$ cat src/rtl/popcount_window_accumulator.sv
// Sums 3-bit popcount beats over a window of up to BEATS beats (or until in_last) and
// holds the total, beat count and threshold hit until accepted. Optional: POPACC_SATURATE_EN.
module popcount_window_accumulator #(
   parameter int IN_W  = 3,
   parameter int BEATS = 16,
   parameter int ACC_W = 7,
   parameter int CNT_W = 5
) (
   input  logic             clk,
   input  logic             rst_n,
   input  logic             clear,
   input  logic             in_valid,
   output logic             in_ready,
   input  logic [IN_W-1:0]  in_data,
   input  logic             in_last,
   input  logic [ACC_W-1:0] threshold,
   output logic             out_valid,
   input  logic             out_ready,
   output logic [ACC_W-1:0] out_sum,
   output logic [CNT_W-1:0] out_beats,
`ifdef POPACC_SATURATE_EN
   output logic             out_ovf,
`endif
   output logic             out_hit
);

   typedef enum logic {ACCUM = 1'b0, HOLD = 1'b1} state_t;

   state_t           state_q, state_d;
   logic [ACC_W-1:0] acc_q, acc_d;
   logic [CNT_W-1:0] cnt_q, cnt_d;
   logic [ACC_W-1:0] out_sum_q, out_sum_d;
   logic [CNT_W-1:0] out_beats_q, out_beats_d;
   logic             out_hit_q, out_hit_d;
   logic [ACC_W-1:0] sum_v;
   logic             accept;
   logic             close;

`ifdef POPACC_SATURATE_EN
   logic [ACC_W:0]   sum_full;
   logic             sat;
   logic             win_ovf_q, win_ovf_d;
   logic             out_ovf_q, out_ovf_d;

   // One extra bit of headroom detects the carry out that triggers saturation.
   assign sum_full = (ACC_W+1)'(acc_q) + (ACC_W+1)'(in_data);
   assign sat      = sum_full[ACC_W];
   assign sum_v    = sat ? {ACC_W{1'b1}} : sum_full[ACC_W-1:0];
   assign out_ovf  = out_ovf_q;
`else
   assign sum_v = acc_q + ACC_W'(in_data);
`endif

   assign in_ready  = (state_q == ACCUM);
   assign out_valid = (state_q == HOLD);
   assign out_sum   = out_sum_q;
   assign out_beats = out_beats_q;
   assign out_hit   = out_hit_q;

   assign accept = in_valid && (state_q == ACCUM);
   assign close  = accept && (in_last || (cnt_q == CNT_W'(BEATS - 1)));

   always_comb begin
      state_d     = state_q;
      acc_d       = acc_q;
      cnt_d       = cnt_q;
      out_sum_d   = out_sum_q;
      out_beats_d = out_beats_q;
      out_hit_d   = out_hit_q;
`ifdef POPACC_SATURATE_EN
      win_ovf_d   = win_ovf_q;
      out_ovf_d   = out_ovf_q;
`endif
      if (clear) begin
         // Abort wins over any beat or result handshake in this cycle.
         state_d = ACCUM;
         acc_d   = '0;
         cnt_d   = '0;
`ifdef POPACC_SATURATE_EN
         win_ovf_d = 1'b0;
`endif
      end else begin
         case (state_q)
            ACCUM: begin
               if (close) begin
                  out_sum_d   = sum_v;
                  out_beats_d = cnt_q + CNT_W'(1);
                  out_hit_d   = (sum_v >= threshold);
                  acc_d       = '0;
                  cnt_d       = '0;
                  state_d     = HOLD;
`ifdef POPACC_SATURATE_EN
                  out_ovf_d   = win_ovf_q | sat;
                  win_ovf_d   = 1'b0;
`endif
               end else if (accept) begin
                  acc_d = sum_v;
                  cnt_d = cnt_q + CNT_W'(1);
`ifdef POPACC_SATURATE_EN
                  win_ovf_d = win_ovf_q | sat;
`endif
               end
            end
            HOLD: begin
               if (out_ready) state_d = ACCUM;
            end
            default: state_d = ACCUM;
         endcase
      end
   end

   always_ff @(posedge clk) begin
      if (!rst_n) begin
         state_q     <= ACCUM;
         acc_q       <= '0;
         cnt_q       <= '0;
         out_sum_q   <= '0;
         out_beats_q <= '0;
         out_hit_q   <= 1'b0;
`ifdef POPACC_SATURATE_EN
         win_ovf_q   <= 1'b0;
         out_ovf_q   <= 1'b0;
`endif
      end else begin
         state_q     <= state_d;
         acc_q       <= acc_d;
         cnt_q       <= cnt_d;
         out_sum_q   <= out_sum_d;
         out_beats_q <= out_beats_d;
         out_hit_q   <= out_hit_d;
`ifdef POPACC_SATURATE_EN
         win_ovf_q   <= win_ovf_d;
         out_ovf_q   <= out_ovf_d;
`endif
      end
   end

endmodule

$ cat config.mk
export PLATFORM = sky130hd
export DESIGN_NAME = popcount_window_accumulator
export DESIGN_NICKNAME = d
export VERILOG_FILES = /design/src/rtl/popcount_window_accumulator.sv
export SDC_FILE = /design/constraint.sdc
export NUM_CORES = 1
export LEC_CHECK = 0
export BUFFER_PORTS_ARGS = -buffer_cell sky130_fd_sc_hd__buf_2
export CAP_MARGIN = 20
export CORE_UTILIZATION = 55
export DETAILED_ROUTE_END_ITERATION = 12
export GPL_ROUTABILITY_DRIVEN = 0
export HOLD_SLACK_MARGIN = 0.03
export MAX_ROUTING_LAYER = met4
export PLACE_DENSITY = 0.85
export SYNTH_ARGS = -nofsm -noshare
export SYNTH_HDL_FRONTEND = slang
export SYNTH_SLANG_ARGS = --single-unit
$ cat constraint.sdc
create_clock -name clk -period 4.2 [get_ports clk]
set_clock_uncertainty 0.05 [all_clocks]
set_input_delay 0.42 -clock clk [delete_from_list [all_inputs] [get_ports clk]]
set_output_delay 0.42 -clock clk [all_outputs]
set_load 0.1 [all_outputs]
==> results of run 1 <==
[per-stage QoR]
| stage | worst slack (ns) | hold slack [ns] | cell area, sq um | power [mW] |
|---|---|---|---|---|
| after floorplan | 1.92 | 0.395 | 1410 | 0.340 |
| after global routing | 1.56 | 0.296 | 1610 | 0.551 |
| after CTS | 1.72 | 0.284 | 1610 | 0.534 |
| final | 1.71 | 0.295 | 1610 | 0.531 |
| after global placement | 1.71 | 0.414 | 1550 | 0.359 |
| after detailed placement | 1.57 | 0.426 | 1550 | 0.363 |
[sequential cells by signal, indices dropped and copies added (netlist names)]
signal and flops:
acc_q 7, out_sum 7, cnt_q 5, out_beats 5, out_hit 1, out_valid 1
[layout make-up]
cell class	instances	share of cell area
multi-input combinational	109	0.490
sequential	26	0.324
timing repair buffer	30	0.0935
inverter	16	0.0374
tap	28	0.0218
clock inverter	1	0.0187
clock buffer	3	0.0140
[routing by layer]
metal	up-vias	share of wire	track usage
li1	604	-	-
met1	567	0.45	0.317
met2	41	0.47	0.458
met3	13	0.050	0.0435
met4	0	0.036	0.136
met5	-	0	-
[synth_stat cells, drive strengths merged]
library cell,number
fa,1
a22oi,4
nand2,12
a21o,2
inv,16
nand3b,1
a21oi,10
nor3,2
nand2b,2
o211a,5
o21ai,11
nand3,2
o211ai,2
o2111ai,1
nor2,13
and2,1
or4,1
nand4,2
a211oi,1
a31oi,1
buf,4
o2111a,1
nor2b,6
xor2,3
xnor2,4
ha,12
o31ai,1
and3,1
mux2i,3
or4b,1
a311oi,1
o22a,1
nand4bb,1
clkbuf,2
dfxtp,26
[placed cells by master, fill, tap and decap left out, types with 3 or more instances in the layout]
master                     synthesis  layout
sky130_fd_sc_hd__o21ai_0          11      11
sky130_fd_sc_hd__a21oi_1          10      10
sky130_fd_sc_hd__nand2_1          12      12
sky130_fd_sc_hd__ha_1             12      12
sky130_fd_sc_hd__inv_1            16      16
sky130_fd_sc_hd__dfxtp_1          26      26
sky130_fd_sc_hd__clkbuf_4          0       3
sky130_fd_sc_hd__nor2b_1           6       6
sky130_fd_sc_hd__o211a_1           5       5
sky130_fd_sc_hd__xnor2_1           4       4
sky130_fd_sc_hd__mux2i_1           3       3
sky130_fd_sc_hd__nor2_1           13      13
sky130_fd_sc_hd__xor2_1            3       3
sky130_fd_sc_hd__a22oi_1           4       4
sky130_fd_sc_hd__buf_2             1      30
[worst max-delay path: cells and delay by family, from the launching register on]
kind | cells | cell delay (ns)
adder cells (fa/ha/maj) | 3 | 0.90
flip-flops | 1 | 0.37
XOR/XNOR | 1 | 0.28
AND/OR/NAND/NOR | 1 | 0.16
buffers and inverters | 2 | 0.14
AO/OA/AOI/OAI | 4 | 0.53
[path summary, 6_finish.rpt]
| check | start | cells past startpoint | end | slack (ns) |
|---|---|---|---|---|
| hold reg to reg | acc_q[6]$_SDFFE_PP0P_ | 2 | acc_q[6]$_SDFFE_PP0P_ | 0.45 |
| setup / recovery | acc_q[0]$_SDFFE_PP0P_ | 11 | out_hit$_SDFFE_PN0P_ | 1.71 |
| setup reg to reg | acc_q[0]$_SDFFE_PP0P_ | 11 | out_hit$_SDFFE_PN0P_ | 1.71 |
| hold / removal | out_ready | 3 | out_valid$_SDFF_PP0_ | 0.30 |
[kinds of logic after synthesis]
kind of cell | count (synthesis) | synth area share
muxes | 3 | 0.0214
buffers and inverters | 22 | 0.0703
DFF | 26 | 0.370
and+or+nand+nor | 45 | 0.179
xor gates and xnor gates | 7 | 0.0436
adders and majority gates | 13 | 0.121
AOI/OAI and AO/OA | 41 | 0.195
[where the power goes]
group | switching [mW] | internal (mW)
Sequential | 0.00380 | 0.253
Clock | 0.0767 | 0.0967
Combinational | 0.0750 | 0.0262
==> results, run 1 <==
- The chip height is around 53 um.
- The clock-pin slew on the worst setup and hold paths is around 0.14 ns.
- The share of the cycle needed by the critical path after routing is 0.594.
- Registers take approximately 520 sq um.
- The critical path goes through ha_1, inv_1, fa_1, nor2b_1, o2111ai_1, xor2_1, inv_1, ha_1, o2111a_1, o31ai_1, a31oi_1.
- The number of fill cells in the layout is 178.
- The cell accounting for the most synthesized area is sky130_fd_sc_hd__dfxtp_1.
- The critical path in this run is classified as flip-flop to flip-flop.
- The number of nets with antenna violations after detailed routing is 0.
- For this configuration, the core starts out at a cell density of 0.607.
- Sorting the synthesized cells by area gives the leading types as sky130_fd_sc_hd__dfxtp_1, sky130_fd_sc_hd__ha_1, sky130_fd_sc_hd__inv_1.
- The data required time at the worst endpoint is between 4 and 5 ns.
- The number of nets handed over by synthesis was ~190.
- The number of antenna diodes in the final layout is 0.
- The aggregate negative setup slack is 0 ns.
- The footprint of the multi-input gates is roughly 790 sq um.
- The number of maximum-capacitance violations is 0.
- STA classifies the critical path startpoint as a flip-flop.
- The count of buffers inserted at the top-level ports is 30.
- In the global route stage, overall resource usage came out at 0.274.
- The routed wire length is approximately 3100 um.
- The TritonCTS clock tree is yes.
- From synthesis to final layout, the design area changed by 14.1%.
- The post-route DRC violation count is 0.
- The arrival time reported for the critical path endpoint is around 2.7 ns.
- For this run, the register share of the synthesized area comes to 0.370.
- The Yosys step of the flow raised 0 warnings.
- The largest fanout of any net on the critical path is 3.
- The pre-antenna-repair detailed-routing pass consisted of 6 iterations.
- For the pin with the worst max-slew slack, the measured transition is slightly above 0.8 ns.
- The standard cell with the maximum stage delay on the critical path is sky130_fd_sc_hd__fa_1.
- The element type at the critical path end is a flip-flop.
- In this run the tightest slew margin relative to its limit is 0.452.
- The number of antenna violations at the first check in global routing is 0.
- The via count of the first global-routing pass is 1194.
- The filler-free cell count of the finished design is about 210.
- Setup violations remaining at the end of the flow were counted as 0.
- The worst-case IR drop observed on VDD is 0.410 mV.
- The cell count after placement is approximately 210.
- The max-slew violation total from the final report came to 0.
- The die footprint is ~2800 sq um.
- The number of hold buffers added after CTS was 0.
- The clock net in this run drives a total of 26 sinks.
- The maximum number of buffers from clock root to sink is 2.
- In this run the core area contains 17 standard-cell rows.
- The largest single stage delay on the critical path is ~0.40 ns.
- The flow ran to the end, and the final reports show no timing, DRC or antenna violations.
- CTS built an H-tree with a depth of 1.
- Setup repair after global routing left no endpoint under its margin.
- The final-report hold violation count is 0.
- The aggregate global routing overflow is 0.
- Counting I/O delays and the setup requirement, the final critical path takes 2.49 ns.
- The share of synthesized area in the top cell type comes to 0.370.
- The starting DRC count in detailed routing is 34.
- Pin placement for this block handled 31 I/O pins.
- The floorplan step defined a core boundary enclosing between 2000 and 2500 sq um.
- Once detailed placement completed, the half-perimeter wirelength came to 2390 um.
- Clock latency on the worst-skew pair, taken at its later pin, is between 0.3 and 0.4 ns.
- The routed length per placed instance is ~14 um.
- Using the TritonRoute via totals, the vias-per-cell ratio works out to roughly 5.8.
- The cell area that synthesis handed to floorplanning was between 1000 and 1500 sq um.
- The number of buffers created by CTS is 3.
- For this run, the share of the core covered by cells in the final layout is 0.692.
- The register bit total from synthesis is 26.
- The share of post-route cells with drive strength above 1 is 0.200.
- Dividing total power by cell area gives a power density of about 330 nW/um^2.
- The path class of the tightest hold or removal check is primary input to flip-flop.
- The global-route wire length before repair is approximately 5300 um.
- The chip width is 52.6 um.
- In the final design database the tool counted between 200 and 250 nets.
- The root buffer cell is sky130_fd_sc_hd__clkbuf_4.
- Counting every instance in the synthesized netlist gives about 160.
- The netlist uses 37 different library cells.
- Static timing analysis puts the maximum clock frequency at ~0.4 GHz.
- Entering global routing, the biggest net connects 25 pins.
- Averaged over all synthesized cells, the footprint is ~9 sq um.
- The final route contains 1225 vias.
- The leakage power of the design is ~0.8 nW.
- The number of setup buffers added after CTS is 0.
- In this run, post-CTS repair resized a total of 0 instances.
Power figures use the tool's default switching activity.
==> inputs of run 2 (changes only) <==
--- a/config.mk
+++ b/config.mk
@@ -7,12 +7,12 @@
 export LEC_CHECK = 0
 export BUFFER_PORTS_ARGS = -buffer_cell sky130_fd_sc_hd__buf_2
 export CAP_MARGIN = 20
-export CORE_UTILIZATION = 55
+export CORE_UTILIZATION = 48
 export DETAILED_ROUTE_END_ITERATION = 12
 export GPL_ROUTABILITY_DRIVEN = 0
 export HOLD_SLACK_MARGIN = 0.03
 export MAX_ROUTING_LAYER = met4
-export PLACE_DENSITY = 0.85
+export PLACE_DENSITY = 0.79
 export SYNTH_ARGS = -nofsm -noshare
 export SYNTH_HDL_FRONTEND = slang
 export SYNTH_SLANG_ARGS = --single-unit
==> constraint.sdc (replaced) <==
create_clock -name clk -period 2.2 [get_ports clk]
set_clock_uncertainty 0.05 [all_clocks]
set_input_delay 0.22 -clock clk [delete_from_list [all_inputs] [get_ports clk]]
set_output_delay 0.22 -clock clk [all_outputs]
set_load 0.1 [all_outputs]
==> run 2 against run 1 <==
Effect of this change: the run now ends with setup timing left; fmax grew 5.7%; flip-flop and latch count did not move; critical endpoint unchanged; combinational power rose by 110%; cell count rose by 8.5%; total power grew 96%.
==> results, run 2 (same netlist as run 1, synthesis figures left out) <==
- The global-route wire length before repair is 5690 um.
- Leaving out fill and tap cells, the most frequent cells in the layout are sky130_fd_sc_hd__buf_2, sky130_fd_sc_hd__dfxtp_1, sky130_fd_sc_hd__inv_1.
- The run finished, with violations left.
- The worst slew margin relative to its limit is 0.643.
- For the pin with the worst max-slew slack, the measured transition is around 0.53 ns.
- The area growth from synthesis to final layout is 28.6%.
- Counting the buffers created by CTS gives 3.
- The number of maximum-capacitance violations is 0.
- The final setup slack of the worst path is -0.159 ns.
- From left edge to right edge, the die measures between 50 and 60 um.
- Clock-pin slew was measured on the worst setup and hold paths at 0.15 ns.
- The I/O pin count is 31.
- The detail route stage leaves a number of antenna-violating nets equal to 0.
- The depth of the most critical reg-to-reg path is 11.
- Entering global routing, the biggest net connects 18 pins.
- The leakage power of the design is 0.870 nW.
- The aggregate global routing overflow is 0.
- The final-report hold violation count is 0.
- The total power draw is approximately 1.0 mW.
- The clock passes through at most 2 buffers.
- For this block, the routed nets add up to roughly 3400 um of wire.
- Setup violations remaining at the end of the flow were counted as 1.
- The number of placement rows is 19.
- The worst-case IR drop observed on VDD is a little under 0.5 mV.
- The largest fanout of any net on the critical path is 2.
- The first detailed-routing pass took 7 iterations.
- The filler-free cell count of the finished design is between 200 and 250.
- STA classifies the critical path startpoint as a flip-flop.
- The final critical path time including I/O delays and setup is approximately 2.4 ns.
- In the routed layout, each cell is associated on average with a via count of around 5.6.
- The via count of the first global-routing pass is ~1.2k.
- The max-slew violation total from the final report is 0.
- The final reports fail on setup timing.
- The most critical setup path has its startpoint at acc_q[0]$_SDFFE_PP0P_.
- met2 is the most crowded layer.
- Of the available clock period, the critical path in the final layout requires 1.07.
- For this configuration, the core starts out at a cell density of 0.510.
- The filler cells instantiated in the layout total about 220.
- The source-to-sink clock delay at the later pin of the worst-skew pair is roughly 0.33 ns.
- The worst setup path is captured at a flip-flop.
- Setup repair after global routing could not meet its margin everywhere.
- TritonCTS built the clock tree.
- After detailed routing, the number of remaining DRC violations is 0.
- The clock net in this run drives a total of 26 sinks.
- The final route contains between 1k and 1.5k vias.
- The worst setup path is of the flip-flop to flip-flop kind.
- The total non-filler cell area in the finished layout is 1810 sq um.
- The share of post-route cells with drive strength above 1 is 0.315.
- Port buffering added 30 buffers.
- The overall track demand over capacity in global routing is 0.236.
- The worst hold-check path type is primary input to flip-flop.
- The aggregate negative setup slack is -0.159 ns.
- The source of the worst register-to-register timing path is acc_q[0]$_SDFFE_PP0P_.
- The number of antenna violations at the first check in global routing is 0.
- The met3 usage is 0.0302.
- The half-perimeter wire length after detailed placement is between 2000 and 2500 um.
- Based on the critical path, the design can be clocked at up to about 0.42 GHz.
- The most common cell after layout, fill and taps aside is sky130_fd_sc_hd__buf_2.
- The number of stages on the worst hold path is 3.
- The area of the placeable core is around 2800 sq um.
- The met2 track demand over resource in global routing is 0.371.
- The standard cell area after detailed placement is roughly 1600 sq um.
- For this run, the post-layout net count is 230.
- The first routing iteration left 31 violations.
- Hold repair after CTS inserted 0 buffers.
- The routed length per placed instance is around 15 um.
- The floorplan step set the die height to about 56 um.
- The total inserted antenna cells is 0.
- The launch point of the worst hold path is out_ready.
- The power density over the cells is 577 nW/um^2.
- The level count of the clock H-tree is 1.
- The arrival time reported for the critical path endpoint is between 2 and 3 ns.
- Timing analysis after detailed placement gives a worst setup slack of -0.158 ns.
- For this run, global-route usage on met1 was measured as 0.318.
- The die footprint is around 3200 sq um.
- The utilization after layout is 0.656.
- The tree is rooted in a sky130_fd_sc_hd__clkbuf_4.
- The cell count after placement is 222.
- Across all hold checks on the routed design, the worst slack comes to about 0.088 ns.
- The data required time at the worst endpoint is approximately 2.4 ns.
run 2: cell types whose count changed in the layout (fill, tap and decap cells not counted), sizes merged:
cell,previous run,this run
nor3,2,3
buf,30,44
run 2: per-layer routing:
metal  up-vias  wire, um
li1        632         -
met1       603      1600
met2        54      1630
met3         4       204
met4         0        21
met5         -         0
run 2: worst paths after layout:
path / to / slack, ns
setup / recovery: out_hit$_SDFFE_PN0P_ / -0.16
hold / removal: out_valid$_SDFF_PP0_ / 0.09
setup reg to reg: out_hit$_SDFFE_PN0P_ / -0.16
hold reg to reg: acc_q[6]$_SDFFE_PP0P_ / 0.45
run 2: layout make-up:
class,instances,area (sq um),area share
inverter,16,60.1,0.0332
sequential,26,527,0.291
multi-input combinational,110,863,0.477
tap,31,38.8,0.0214
clock inverter,1,30.0,0.0166
timing repair buffer,44,268,0.148
clock buffer,3,22.5,0.0124
run 2: repair_timing:
item | in CTS | in global routing
gates resized for setup | 5 | 10
cloned | 1 | 0
buffers inserted | 1 | 3
pin swaps | 2 | 7
endpoints found under the setup margin | 5 | 14
run 2: power by group:
group	internal [mW]	switching (mW)	total [mW]
clock network	0.184	0.153	0.337
logic	0.0636	0.153	0.217
registers	0.483	0.00692	0.490
total	0.731	0.313	1.04
run 2: worst max-delay path, stage by stage (launching register included):
cell,delay [ns]
sky130_fd_sc_hd__dfxtp_2,0.38
sky130_fd_sc_hd__ha_4,0.13
sky130_fd_sc_hd__inv_1,0.05
sky130_fd_sc_hd__fa_2,0.39
sky130_fd_sc_hd__nor2b_4,0.16
sky130_fd_sc_hd__o2111ai_2,0.16
sky130_fd_sc_hd__xor2_1,0.19
sky130_fd_sc_hd__inv_1,0.09
sky130_fd_sc_hd__ha_4,0.27
sky130_fd_sc_hd__o2111a_1,0.19
sky130_fd_sc_hd__o31ai_1,0.08
sky130_fd_sc_hd__a31oi_1,0.17
==> inputs of run 3 (changes only) <==
==> constraint.sdc (replaced) <==
create_clock -name clk -period 2.2 [get_ports clk]
set_clock_uncertainty 0.05 [all_clocks]
set_input_delay 0.33 -clock clk [delete_from_list [all_inputs] [get_ports clk]]
set_output_delay 0.33 -clock clk [all_outputs]
set_load 0.1 [all_outputs]
==> run 3 against run 2 <==
Effect of this change: flip-flop and latch count unchanged; worst setup slack improved by 0.074 ns; sequential power barely moved; the run still ends with setup timing left; largest cell class unchanged; first-iteration DRC count grew 48%; die area unchanged; non-clock buffer count rose by 3; count of clock-buffer cells in the layout unchanged; hold slack improved by 0.11 ns.
==> results, run 3 (same netlist as run 1, synthesis figures left out) <==
- The source-to-sink clock delay at the later pin of the worst-skew pair is about 0.32 ns.
- Hold repair after CTS inserted 0 buffers.
- 31 I/O pins were placed.
- The flow ran to the end, but the final reports show violations.
- The worst hold-check path type is primary input to flip-flop.
- The aggregate negative setup slack is -0.0852 ns.
- For this block, the initial DRC count from the detailed router was 46.
- The chip height is approximately 56 um.
- The standard cell with the maximum stage delay on the critical path is sky130_fd_sc_hd__dfxtp_2.
- For this run, the total global-route usage over all layers was measured as 0.228.
- Summing all multi-input logic gate instances after layout gives between 800 and 900 sq um.
- The library cells used most frequently in the layout, excluding fill and tap cells, are sky130_fd_sc_hd__buf_2, sky130_fd_sc_hd__dfxtp_1, sky130_fd_sc_hd__inv_1, sky130_fd_sc_hd__buf_4, sky130_fd_sc_hd__nor2_1.
- Row generation in the floorplan step produced 19 rows.
- The number of buffers created by CTS is 3.
- For this configuration, the core starts out at a cell density of 0.510.
- The depth of the most critical reg-to-reg path is 11.
- After global routing the overflow that remains totals 0.
- The total area inside the core boundary comes to approximately 2800 sq um.
- Data arrives at the worst endpoint at ~2.5 ns.
- The finished cells cover 1820 sq um.
- The detailed-router iteration count before antenna repair is 4.
- The maximum resistive drop on vdd is just under 0.7 mV.
- Counting along the longest clock path gives a buffer depth of 2.
- The TritonCTS clock tree is yes.
- The number of antenna violations at the first check in global routing is 0.
- The routed wire length is about 3500 um.
- The number of nets with antenna violations after detailed routing is 0.
- In this run the worst path has a maximum fanout of 2.
- The largest delay contributor family on the critical path is adder cells.
- The number of sinks on the clock net is 26.
- The net count reported at finish is around 230.
- After detailed routing, the number of remaining DRC violations is 0.
- At the pin with the least slew margin, the transition time is ~0.51 ns.
- The via count of the first global-routing pass is approximately 1.2k.
- In the final layout, flip-flops and latches occupy 527 sq um.
- Derived from the worst setup path, the maximum achievable clock frequency is between 0.4 and 0.5 GHz.
- The share of the cycle needed by the critical path after routing is 1.04.
- The area growth from synthesis to layout is 29.1%.
- The most common cell after layout, fill and taps aside is sky130_fd_sc_hd__buf_2.
- The count of buffers inserted at the top-level ports is 30.
- Together, buffers and inverters on the worst path number 2.
- The root buffer cell is sky130_fd_sc_hd__clkbuf_4.
- Setup violations remaining at the end of the flow were counted as 1.
- After detailed routing, the average wire length per cell comes to around 15 um.
- The worst setup path is captured at a flip-flop.
- The signal on the critical path passes through ha_4, inv_1, fa_2, nor2b_2, o2111ai_2, xor2_1, inv_1, ha_4, o2111a_1, o31ai_1, a31oi_1.
- The final reports fail on setup timing.
- CTS built an H-tree with a depth of 1.
- The clock-pin slew on the worst setup and hold paths is around 0.15 ns.
- The delay contributed by the slowest stage of the critical path is between 0.3 and 0.4 ns.
- STA puts the critical path data required time at 2.41 ns.
- The standard cell area after detailed placement is 1660 sq um.
- The first global-routing pass estimated 5570 um of wire.
- The design draws 1.04 mW.
- The worst hold path was traced through 3 stages.
- The chip width is around 56 um.
- The final setup slack of the worst path is -0.0852 ns.
- The routed layout has roughly 1.3k vias.
- The final-report hold violation count was 0.
- The worst setup path is of the flip-flop to flip-flop kind.
- Setup repair after global routing could not meet its margin everywhere.
- The half-perimeter wire length after detailed placement is approximately 2400 um.
- The depth of the critical timing path with buffers and inverters included is 11.
- The final critical path time including I/O delays and setup is approximately 2.3 ns.
- In this run the power density over the cells is 572 nW/um^2.
- Hold timing on the final database bottoms out at a slack of about 0.20 ns.
- The post-detailed-route via-to-cell ratio is 5.50.
- The number of maximum-capacitance violations is 0.
- The max-slew violation total from the final report came to 0.
- The number of fill cells in the layout is 235.
- In this run the static leakage power is 0.886 nW.
- The share of post-route cells with drive strength above 1 is 0.320.
- The die covers around 3200 sq um.
- The total inserted antenna cells is 0.
- The worst pin sits at a relative slew slack of 0.657.
- STA classifies the critical path startpoint as a flip-flop.
- The largest net degree at the start of global routing is 18.
==> run 3: cell count changes in the layout (fill, tap and decap cells not counted), sizes merged <==
cell	previous run	this run
buf	44	47
==> run 3: power breakdown <==
group	switching (mW)	internal, mW
Combinational	0.153	0.0653
Clock	0.146	0.184
Sequential	0.00743	0.483
==> run 3: final timing paths <==
path / startpoint / end / slack (ns)
worst max-delay path: acc_q[0]$_SDFFE_PP0P_ / out_hit$_SDFFE_PN0P_ / -0.09
worst min-delay path: out_ready / out_valid$_SDFF_PP0_ / 0.20
worst max register to register: acc_q[0]$_SDFFE_PP0P_ / out_hit$_SDFFE_PN0P_ / -0.09
worst min register to register: acc_q[6]$_SDFFE_PP0P_ / acc_q[6]$_SDFFE_PP0P_ / 0.44
==> run 3: layout make-up <==
type                    count  area share
multi-input cells         110       0.467
flip-flops and latches     26       0.290
repair buffers             47       0.160
inverters                  16      0.0331
well taps                  31      0.0214
clock inverters             1      0.0165
clock buffers               3      0.0124
==> run 3: timing repair <==
item                       CTS  global route
pin swaps                    2             6
gates resized for setup      6             6
setup endpoints to repair   14             8
buffers inserted             1             3
gates cloned                 1             0
==> run 3: per-stage QoR <==
step                worst slack, ns   util  cells
floorplan                   0.00533      -    157
global placement             -0.172  0.600    225
detailed placement           -0.275  0.600    225
CTS                         -0.0883  0.632    231
global route                 -0.246  0.658    234
finish                      -0.0852  0.658    234
==> run 3: worst reg2reg max path, cell delays in order (launching register included) <==
cell and delay (ns):
sky130_fd_sc_hd__dfxtp_2 0.38, sky130_fd_sc_hd__ha_4 0.13, sky130_fd_sc_hd__inv_1 0.05, sky130_fd_sc_hd__fa_2 0.36, sky130_fd_sc_hd__nor2b_2 0.15, sky130_fd_sc_hd__o2111ai_2 0.14, sky130_fd_sc_hd__xor2_1 0.20, sky130_fd_sc_hd__inv_1 0.11
sky130_fd_sc_hd__ha_4 0.28, sky130_fd_sc_hd__o2111a_1 0.16, sky130_fd_sc_hd__o31ai_1 0.07, sky130_fd_sc_hd__a31oi_1 0.16
==> run 3: layer usage <==
| metal | vias to the layer above | global-route usage | share of wire |
|---|---|---|---|
| met4 | 0 | 0.0592 | 0.012 |
| li1 | 646 | - | - |
| met2 | 44 | 0.378 | 0.48 |
| met3 | 6 | 0.0465 | 0.066 |
| met5 | - | - | 0 |
| met1 | 591 | 0.285 | 0.45 |
